### config.mk
export PLATFORM = sky130hd
export DESIGN_NAME = id_ex_stage_reg
export DESIGN_NICKNAME = d
export VERILOG_FILES = /design/src/rtl/id_ex_stage_reg_pkg.sv /design/src/rtl/id_ex_stage_reg_load_use_detect.sv /design/src/rtl/id_ex_stage_reg.sv
export SDC_FILE = /design/constraint.sdc
export NUM_CORES = 1
export LEC_CHECK = 0
export BUFFER_PORTS_ARGS = -buffer_cell sky130_fd_sc_hd__buf_4
export CORE_ASPECT_RATIO = 1.2
export CORE_MARGIN = 3
export CORE_UTILIZATION = 41
export DETAILED_ROUTE_END_ITERATION = 8
export PLACE_DENSITY = 0.86
export SLEW_MARGIN = 20
export SYNTH_ARGS = -nofsm -noshare
export SYNTH_HDL_FRONTEND = slang
export SYNTH_HIERARCHICAL = 1
export SYNTH_SLANG_ARGS = --single-unit
### constraint.sdc
create_clock -name clk_i -period 4.8 [get_ports clk_i]
set_clock_uncertainty 0.2 [all_clocks]
set_input_delay 0.96 -clock clk_i [delete_from_list [all_inputs] [get_ports clk_i]]
set_output_delay 0.96 -clock clk_i [all_outputs]
set_load 0.05 [all_outputs]
### src/rtl/id_ex_stage_reg_pkg.sv
// -----------------------------------------------------------------------------
// id_ex_stage_reg_pkg
// Shared types and constants for the ID/EX pipeline register and its
// load-use hazard detector.
//   alu_op_e    : ALU operation class carried from decode into EX
//   ctrl_t      : decoded control bundle held in the ID/EX register
//   CTRL_BUBBLE : control bundle for an inserted bubble (all zero, no effect)
//   REG_ZERO    : register index 0, hard-wired zero, never a hazard source
// -----------------------------------------------------------------------------
package id_ex_stage_reg_pkg;

    localparam int unsigned REG_AW_DEFAULT = 5;

    typedef enum logic [1:0] {
        ALU_ADD    = 2'b00,
        ALU_SUB    = 2'b01,
        ALU_RFUNCT = 2'b10,
        ALU_RSVD   = 2'b11
    } alu_op_e;

    typedef struct packed {
        logic    RegWrite;
        logic    MemToReg;
        logic    MemRead;
        logic    MemWrite;
        logic    ALUSrc;
        logic    RegDst;
        alu_op_e ALUOp;
    } ctrl_t;

    localparam ctrl_t CTRL_BUBBLE = '{
        RegWrite: 1'b0,
        MemToReg: 1'b0,
        MemRead:  1'b0,
        MemWrite: 1'b0,
        ALUSrc:   1'b0,
        RegDst:   1'b0,
        ALUOp:    ALU_ADD
    };

    localparam logic [REG_AW_DEFAULT-1:0] REG_ZERO = '0;

endpackage

### src/rtl/id_ex_stage_reg_load_use_detect.sv
// -----------------------------------------------------------------------------
// load_use_detect
// Combinational load-use hazard detection. A load sitting in EX whose
// destination (Rt) matches either source index of the instruction in ID
// cannot forward in time, so the ID instruction must wait one cycle.
// Ports:
//   i_ex_valid     : EX holds a real instruction (not a bubble)
//   i_ex_memread   : EX instruction is a load
//   i_ex_rt        : destination index of the EX load
//   i_id_rs        : Rs index of the instruction in ID
//   i_id_rt        : Rt index of the instruction in ID
//   o_hazard       : load-use hazard present this cycle
//   o_pc_write     : low holds the PC
//   o_ifid_write   : low holds the IF/ID register
// -----------------------------------------------------------------------------
module load_use_detect
    import id_ex_stage_reg_pkg::*;
#(
    parameter int unsigned REG_AW = 5
) (
    input  logic              i_ex_valid,
    input  logic              i_ex_memread,
    input  logic [REG_AW-1:0] i_ex_rt,
    input  logic [REG_AW-1:0] i_id_rs,
    input  logic [REG_AW-1:0] i_id_rt,
    output logic              o_hazard,
    output logic              o_pc_write,
    output logic              o_ifid_write
);

    logic w_ex_rt_nonzero;
    logic w_match;

    // Register 0 reads as zero regardless of writes, so a load targeting it
    // never produces a value the ID instruction has to wait for.
    assign w_ex_rt_nonzero = (i_ex_rt != REG_AW'(REG_ZERO));
    assign w_match         = (i_ex_rt == i_id_rs) || (i_ex_rt == i_id_rt);

    // Deliberately independent of stall: during a stall nothing advances, so
    // the flag is harmless and stays coherent with the held state.
    assign o_hazard     = i_ex_valid & i_ex_memread & w_ex_rt_nonzero & w_match;
    assign o_pc_write   = ~o_hazard;
    assign o_ifid_write = ~o_hazard;

endmodule

### src/rtl/id_ex_stage_reg.sv
// -----------------------------------------------------------------------------
// id_ex_stage_reg
// Pipeline register between ID and EX. Captures decoded control, operands,
// immediate and register indices every cycle, inserts bubbles on branch flush
// or load-use hazard, freezes on a global stall, and counts inserted bubbles
// with a saturating counter.
// Ports:
//   clk_i, rst_i           : clock (rising edge), async active-high reset
//   stall_i                : global hold; freezes all state
//   flush_i                : branch taken in ID; insert a bubble
//   *_i control/data/index : decoded instruction currently in ID
//   *_o control/data/index : registered instruction in EX
//   valid_o                : 1 = real instruction in EX, 0 = bubble
//   hazard_o               : combinational load-use hazard flag
//   PCWrite_o, IFIDWrite_o : combinational; low holds PC / IF-ID register
//   bubble_cnt_o           : bubbles inserted since reset (saturating)
// -----------------------------------------------------------------------------
module id_ex_stage_reg
    import id_ex_stage_reg_pkg::*;
#(
    parameter int unsigned DATA_W = 32,
    parameter int unsigned REG_AW = 5,
    parameter int unsigned CNT_W  = 16
) (
    input  logic              clk_i,
    input  logic              rst_i,
    input  logic              stall_i,
    input  logic              flush_i,

    input  logic              RegWrite_i,
    input  logic              MemToReg_i,
    input  logic              MemRead_i,
    input  logic              MemWrite_i,
    input  logic              ALUSrc_i,
    input  logic              RegDst_i,
    input  logic [1:0]        ALUOp_i,
    input  logic [DATA_W-1:0] RegData1_i,
    input  logic [DATA_W-1:0] RegData2_i,
    input  logic [DATA_W-1:0] Imm_i,
    input  logic [REG_AW-1:0] RegRs_i,
    input  logic [REG_AW-1:0] RegRt_i,
    input  logic [REG_AW-1:0] RegRd_i,

    output logic              RegWrite_o,
    output logic              MemToReg_o,
    output logic              MemRead_o,
    output logic              MemWrite_o,
    output logic              ALUSrc_o,
    output logic              RegDst_o,
    output logic [1:0]        ALUOp_o,
    output logic [DATA_W-1:0] RegData1_o,
    output logic [DATA_W-1:0] RegData2_o,
    output logic [DATA_W-1:0] Imm_o,
    output logic [REG_AW-1:0] RegRs_o,
    output logic [REG_AW-1:0] RegRt_o,
    output logic [REG_AW-1:0] RegRd_o,
    output logic              valid_o,
    output logic              hazard_o,
    output logic              PCWrite_o,
    output logic              IFIDWrite_o,
    output logic [CNT_W-1:0]  bubble_cnt_o
);

    function automatic logic [CNT_W-1:0] sat_inc(input logic [CNT_W-1:0] v);
        logic [CNT_W-1:0] one;
        one = {{(CNT_W-1){1'b0}}, 1'b1};
        return (&v) ? v : (v + one);
    endfunction

    ctrl_t             r_ctrl;
    logic [DATA_W-1:0] r_data1;
    logic [DATA_W-1:0] r_data2;
    logic [DATA_W-1:0] r_imm;
    logic [REG_AW-1:0] r_rs;
    logic [REG_AW-1:0] r_rt;
    logic [REG_AW-1:0] r_rd;
    logic              r_valid;
    logic [CNT_W-1:0]  r_bubble_cnt;

    ctrl_t             w_ctrl_in;
    logic              w_hazard;
    logic              w_pc_write;
    logic              w_ifid_write;
    logic              w_bubble;

    assign w_ctrl_in = '{
        RegWrite: RegWrite_i,
        MemToReg: MemToReg_i,
        MemRead:  MemRead_i,
        MemWrite: MemWrite_i,
        ALUSrc:   ALUSrc_i,
        RegDst:   RegDst_i,
        ALUOp:    alu_op_e'(ALUOp_i)
    };

    load_use_detect #(
        .REG_AW (REG_AW)
    ) u_load_use_detect (
        .i_ex_valid   (r_valid),
        .i_ex_memread (r_ctrl.MemRead),
        .i_ex_rt      (r_rt),
        .i_id_rs      (RegRs_i),
        .i_id_rt      (RegRt_i),
        .o_hazard     (w_hazard),
        .o_pc_write   (w_pc_write),
        .o_ifid_write (w_ifid_write)
    );

    // Flush and hazard collapse into a single bubble, so a coincident pair
    // counts once.
    assign w_bubble = flush_i | w_hazard;

    // ID -> EX register boundary
    always_ff @(posedge clk_i or posedge rst_i) begin
        if (rst_i) begin
            r_ctrl       <= CTRL_BUBBLE;
            r_data1      <= '0;
            r_data2      <= '0;
            r_imm        <= '0;
            r_rs         <= '0;
            r_rt         <= '0;
            r_rd         <= '0;
            r_valid      <= 1'b0;
            r_bubble_cnt <= '0;
        end else if (!stall_i) begin
            if (w_bubble) begin
                // Bubble clears data and indices too so a dead slot can never
                // match in forwarding or hazard comparisons downstream.
                r_ctrl       <= CTRL_BUBBLE;
                r_data1      <= '0;
                r_data2      <= '0;
                r_imm        <= '0;
                r_rs         <= '0;
                r_rt         <= '0;
                r_rd         <= '0;
                r_valid      <= 1'b0;
                r_bubble_cnt <= sat_inc(r_bubble_cnt);
            end else begin
                r_ctrl       <= w_ctrl_in;
                r_data1      <= RegData1_i;
                r_data2      <= RegData2_i;
                r_imm        <= Imm_i;
                r_rs         <= RegRs_i;
                r_rt         <= RegRt_i;
                r_rd         <= RegRd_i;
                r_valid      <= 1'b1;
            end
        end
    end

    assign RegWrite_o   = r_ctrl.RegWrite;
    assign MemToReg_o   = r_ctrl.MemToReg;
    assign MemRead_o    = r_ctrl.MemRead;
    assign MemWrite_o   = r_ctrl.MemWrite;
    assign ALUSrc_o     = r_ctrl.ALUSrc;
    assign RegDst_o     = r_ctrl.RegDst;
    assign ALUOp_o      = r_ctrl.ALUOp;
    assign RegData1_o   = r_data1;
    assign RegData2_o   = r_data2;
    assign Imm_o        = r_imm;
    assign RegRs_o      = r_rs;
    assign RegRt_o      = r_rt;
    assign RegRd_o      = r_rd;
    assign valid_o      = r_valid;
    assign bubble_cnt_o = r_bubble_cnt;
    assign hazard_o     = w_hazard;
    assign PCWrite_o    = w_pc_write;
    assign IFIDWrite_o  = w_ifid_write;

endmodule

Word-level counts from Yosys, hierarchy flattened
Cells that the tools add are included.

Bits in registers: 136.

Equality and inequality tests: 2. Bitwise gates (word level): 7. Add/sub/neg operators: 1. Multiplexer cells: 8. Reduce and logical (&&, ||, !) cells: 4.

Operators with widths (number): $mux 32 (3); $add 16x1->16 const B (1); $reduce_and 16->1 (1); $mux 5 (3); $eq 5x5->1 (2); $mux 8 (1); $reduce_bool 5->1 (1); $and 1x1->1 (3); $not 1->1 (3); $reduce_and 3->1 (1); $logic_or 1x1->1 (1); $mux 1 (1); $or 1x1->1 (1).

Depth between registers and ports, before layout
Depth after elaboration: 5. Depth in mapped cells: 8. Depth with buffers taken out: 8.

Cells and area by module
The synthesis kept the hierarchy.

By module, submodules not included: id_ex_stage_reg (seq. area each 3403.3 µm², instances 1, area an instance 4972.3 µm², cells an instance 340); load_use_detect (seq. area each 0.0 µm², instances 1, area an instance 150.1 µm², cells an instance 19).

Worst setup path after synthesis
Ideal clock, no wire load.

Path type: register to output. Start: reg r_rt[3] (netlist: RegRt_o[3]). End: out PCWrite_o. Arrival: 2.424 ns. Buffers on the path: 1. Setup slack: 1.216 ns. Stages on the path, launching flop included: 4. Cell sequence: dfrtp_1 > or4_4 > o2111ai_1 > buf_4.

Word-level cells in the longest chain between the ends: 4. Elaborated cells between the ends (all ways): 7. Those cells by class: eq/ne (2); bitwise (3); reduce/logical (2).

Ends and longest elaborated chain: start, declared (line id_ex_stage_reg.sv:75) `logic [REG_AW-1:0] r_rt;`; start signal, assigned (line id_ex_stage_reg.sv:144) `r_rt <= RegRt_i;`; $reduce_bool 5->1 or $eq 5x5->1 (tied branches) (line id_ex_stage_reg_load_use_detect.sv:36, id_ex_stage_reg_load_use_detect.sv:37); $and 1x1->1 or $logic_or 1x1->1 (tied branches) (line id_ex_stage_reg_load_use_detect.sv:41, id_ex_stage_reg_load_use_detect.sv:37); $and 1x1->1 (*) (line id_ex_stage_reg_load_use_detect.sv:41) `assign o_hazard = i_ex_valid & i_ex_memread & w_ex_rt_nonzero & w_match;`; $not 1->1 (*); end, declared (line id_ex_stage_reg.sv:59) `output logic PCWrite_o,`.

Mark *: on every way between the ends. The rest lies on a longest branch, timed or not.

Final worst setup path
Start: in RegRt_i[2]. End: out hazard_o.

Word-level cells in the longest chain between the ends: 3.

Ends and longest elaborated chain: start, declared (line id_ex_stage_reg.sv:41) `input logic [REG_AW-1:0] RegRt_i,`; $eq 5x5->1 (line id_ex_stage_reg_load_use_detect.sv:37) `assign w_match = (i_ex_rt == i_id_rs) || (i_ex_rt == i_id_rt);`; $logic_or 1x1->1 (line id_ex_stage_reg_load_use_detect.sv:37); $and 1x1->1 (line id_ex_stage_reg_load_use_detect.sv:41); end, declared (line id_ex_stage_reg.sv:58) `output logic hazard_o,`.

Every way passes these cells.

==> results.tsv <==
metric	value	unit
outcome	finished, final reports clean	
multiInputGateArea	1590	um^2
p_int	2.34	mW
power_frac_clock	0.365	
ff2ff_path_depth	5	
switchingPower	1.16	mW
coreArea	12200	um^2
slew_viol_final	0	
grt_max_degree	119	
dieArea	13900	um^2
clock-sinks	136	
drc	0	
root_buffer	clkbuf_16	
synth-xor-area-share	0.0359	
synth_compound_area_frac	0.223	
worstPathRequired	3.64	ns
cts_buffers	17	
combinationalPowerShare	0.248	
die_height	128	um
sw_frac_of_total	0.333	
seqPwrFrac	0.387	
areaGrowthSynthToFinish	52.4	%
die_w	108	um
finalCritPeriodShare	0.696	
grt_pass1_wl	22.3	mm
cp_num_buf_inv	2	
cp-end-kind	output port	
overflow	0	
power.density	449	nW/um^2
synth_area	5120	um^2
worst_pin_slew	0.887	ns
ant_nets	0	
post_cts_buffers	0	
fmax	0.299	GHz
ys_ff_latch	136	
cts_resized	0	
reg2reg_to	RegData2_o[21]	
viasPerCell	5.34	
dp_cells	758	
drv_cap	0	
synth_cells	359	
synth_top_cell_by_area	dfrtp_1	
io_pins	262	
reg2reg_slack	2.15	ns
synth_top_family_by_area	compound AO/OA/AOI/OAI gates	
finalWeightedCongestion	0.772	
synth_fa_ha_area_frac	0.00244	
timing.setup.tns	0	ns
gr-usage-all-layers	0.205	
routed_wl	14.3	mm
instances_no_fill	789	
rr_startpoint	RegRt_o[3]	
muxShareOfSynthArea	0.00440	
vdd_drop_max	297	uV
p_leak	4.00	nW
crit_slowest_cell	o2111a_1	
post-dp-hpwl	10.2	mm
yosysTopAreaCellShare	0.664	
drtIter0Drc	255	
crit_arrival	2.18	ns
avgRoutedWirePerCell	18.1	um
syn_avg_cell_area	14.3	um^2
clockBufferDepth	2	
fin_nets	740	
core.rowCount	44	
min_path_type	flop to flop	
period_needed	3.34	ns
clk-insertion-delay-late	0.40	ns
path_depth	6	
synth_nets	483	
io_buffers	261	
vias	4214	
cp_max_fo	3	
critPathMaxStageDelay	0.33	ns
path_delay_family	compound AO/OA/AOI/OAI gates	
antennaDiodeCount	0	
critPathLaunch	RegRt_i[2]	
grt_pass1_vias	4264	
crit_type	primary input to output port	
cts_tree	yes	
finalSetupViolations	0	
worst_path_most_repeated_cell	buf_4	
antenna_found_initial	0	
synthTopCellsByArea	dfrtp_1, a22o_1, xnor2_1	
yosys.area_share.simple	0.0440	
yosys_warnings	6	
fillers	931	
drt-pass1-iter-count	4	
start_util	0.421	
path_clk_slew	0.06	ns
ys_types	33	
hold_viol_final	0	
crit_end	hazard_o	
seq_area	3400	um^2
cts_htree_levels	4	
cts_hold_buf	0	
seq_area_frac_synth	0.664	
drive_above_1_share	0.487	
relSlewSlack	0.409	
rsz0062_at_grt	false	
cp-start-kind	primary input	
crit_chain	buf_4 -> xnor2_1 -> nand3_1 -> o22ai_1 -> o2111a_1 -> buf_4	
cell usage after synthesis:
cell,n
inv_1,3
buf_2,11
buf_1,1
nor3_1,4
nor2_1,4
clkbuf_1,14
o21bai_2,1
a22o_1,119
or4_4,1
and2_1,1
xnor2_1,21
mux2_2,1
o22ai_1,1
o2111a_1,1
nand2_1,6
nand4_4,1
a41oi_2,1
o211ai_1,2
and4_4,1
nand4_1,4
dfrtp_1,136
o2111ai_1,1
o21a_1,1
o21ai_2,1
nor4_2,1
and3_1,3
a21oi_1,2
ha_1,1
or2_1,1
a21o_1,1
mux2_1,1
nand3_1,11
buf_4,1
per-stage QoR:
step | util | total power [mW] | hold WS [ns] | worst slack, ns | instance area (um^2)
after floorplan | - | 1.91 | 0.597 | 0.000541 | 5120
after global placement | 0.593 | 2.22 | 0.289 | 1.55 | 7210
after detailed placement | 0.593 | 2.24 | 0.293 | 1.48 | 7210
after CTS | 0.641 | 3.54 | 0.306 | 1.48 | 7800
after global routing | 0.642 | 3.65 | 0.321 | 1.44 | 7800
final | 0.642 | 3.50 | 0.300 | 1.46 | 7800
registers in the layout, indices dropped and copies added, names as in the netlist:
register	count
RegDst_o	1
RegData1_o	32
ALUSrc_o	1
RegWrite_o	1
MemToReg_o	1
RegRt_o	5
MemRead_o	1
valid_o	1
ALUOp_o	2
RegData2_o	32
bubble_cnt_o	16
RegRd_o	5
RegRs_o	5
Imm_o	32
MemWrite_o	1
worst min-delay path by stage:
stage / to / startpoint / slack, ns / cells past startpoint
after floorplan: bubble_cnt_o[15] / bubble_cnt_o[15] / 0.60 / 1
after global placement: bubble_cnt_o[15] / bubble_cnt_o[15] / 0.29 / 1
after detailed placement: bubble_cnt_o[15] / bubble_cnt_o[15] / 0.29 / 1
after CTS: bubble_cnt_o[15] / bubble_cnt_o[15] / 0.31 / 1
after global routing: bubble_cnt_o[15] / bubble_cnt_o[15] / 0.32 / 1
final: bubble_cnt_o[15] / bubble_cnt_o[15] / 0.30 / 1
cells in the final DEF, fill, tap and decap left out, types with 2 or more instances in the layout:
cell,count
a21oi_1,2
a22o_1,119
and3_1,3
buf_4,263
bufinv_16,2
clkbuf_16,17
clkinv_4,3
clkinvlp_4,4
dfrtp_1,136
inv_1,2
inv_6,3
nand2_1,6
nand3_1,11
nand4_1,4
nor2_1,4
nor3_1,3
o211ai_1,2
xnor2_1,21
cells by family after synthesis:
logic type               count (synthesis)
AO/OA/AOI/OAI                          131
flip-flops                             136
multiplexers                             2
AND/OR/NAND/NOR                         38
adder cells (fa/ha/maj)                  1
XOR/XNOR                                21
buffers and inverters                   30
power groups by stage:
stage,clock network [mW],registers [mW],logic (mW)
floorplan,0,1.73,0.178
global placement,0,1.36,0.860
detailed placement,0,1.37,0.874
CTS,1.31,1.35,0.875
global route,1.37,1.37,0.911
finish,1.28,1.35,0.869
area by class of cell:
cell class / instances / share of cell area
inverters: 3 / 0.00176
well taps: 161 / 0.0258
repair buffers: 265 / 0.257
flip-flops and latches: 136 / 0.436
clock buffers: 18 / 0.0563
multi-input cells: 193 / 0.204
clock inverters: 13 / 0.0189
routing by layer:
layer  GRT usage  vias up  part of all wire
met3      0.0642       14             0.085
met5           0        -                 0
met4      0.0624        0             0.014
met2       0.352      185              0.52
met1       0.249     2131              0.38
li1            -     1884                 -
No activity file was read; power rests on OpenSTA's default activity.
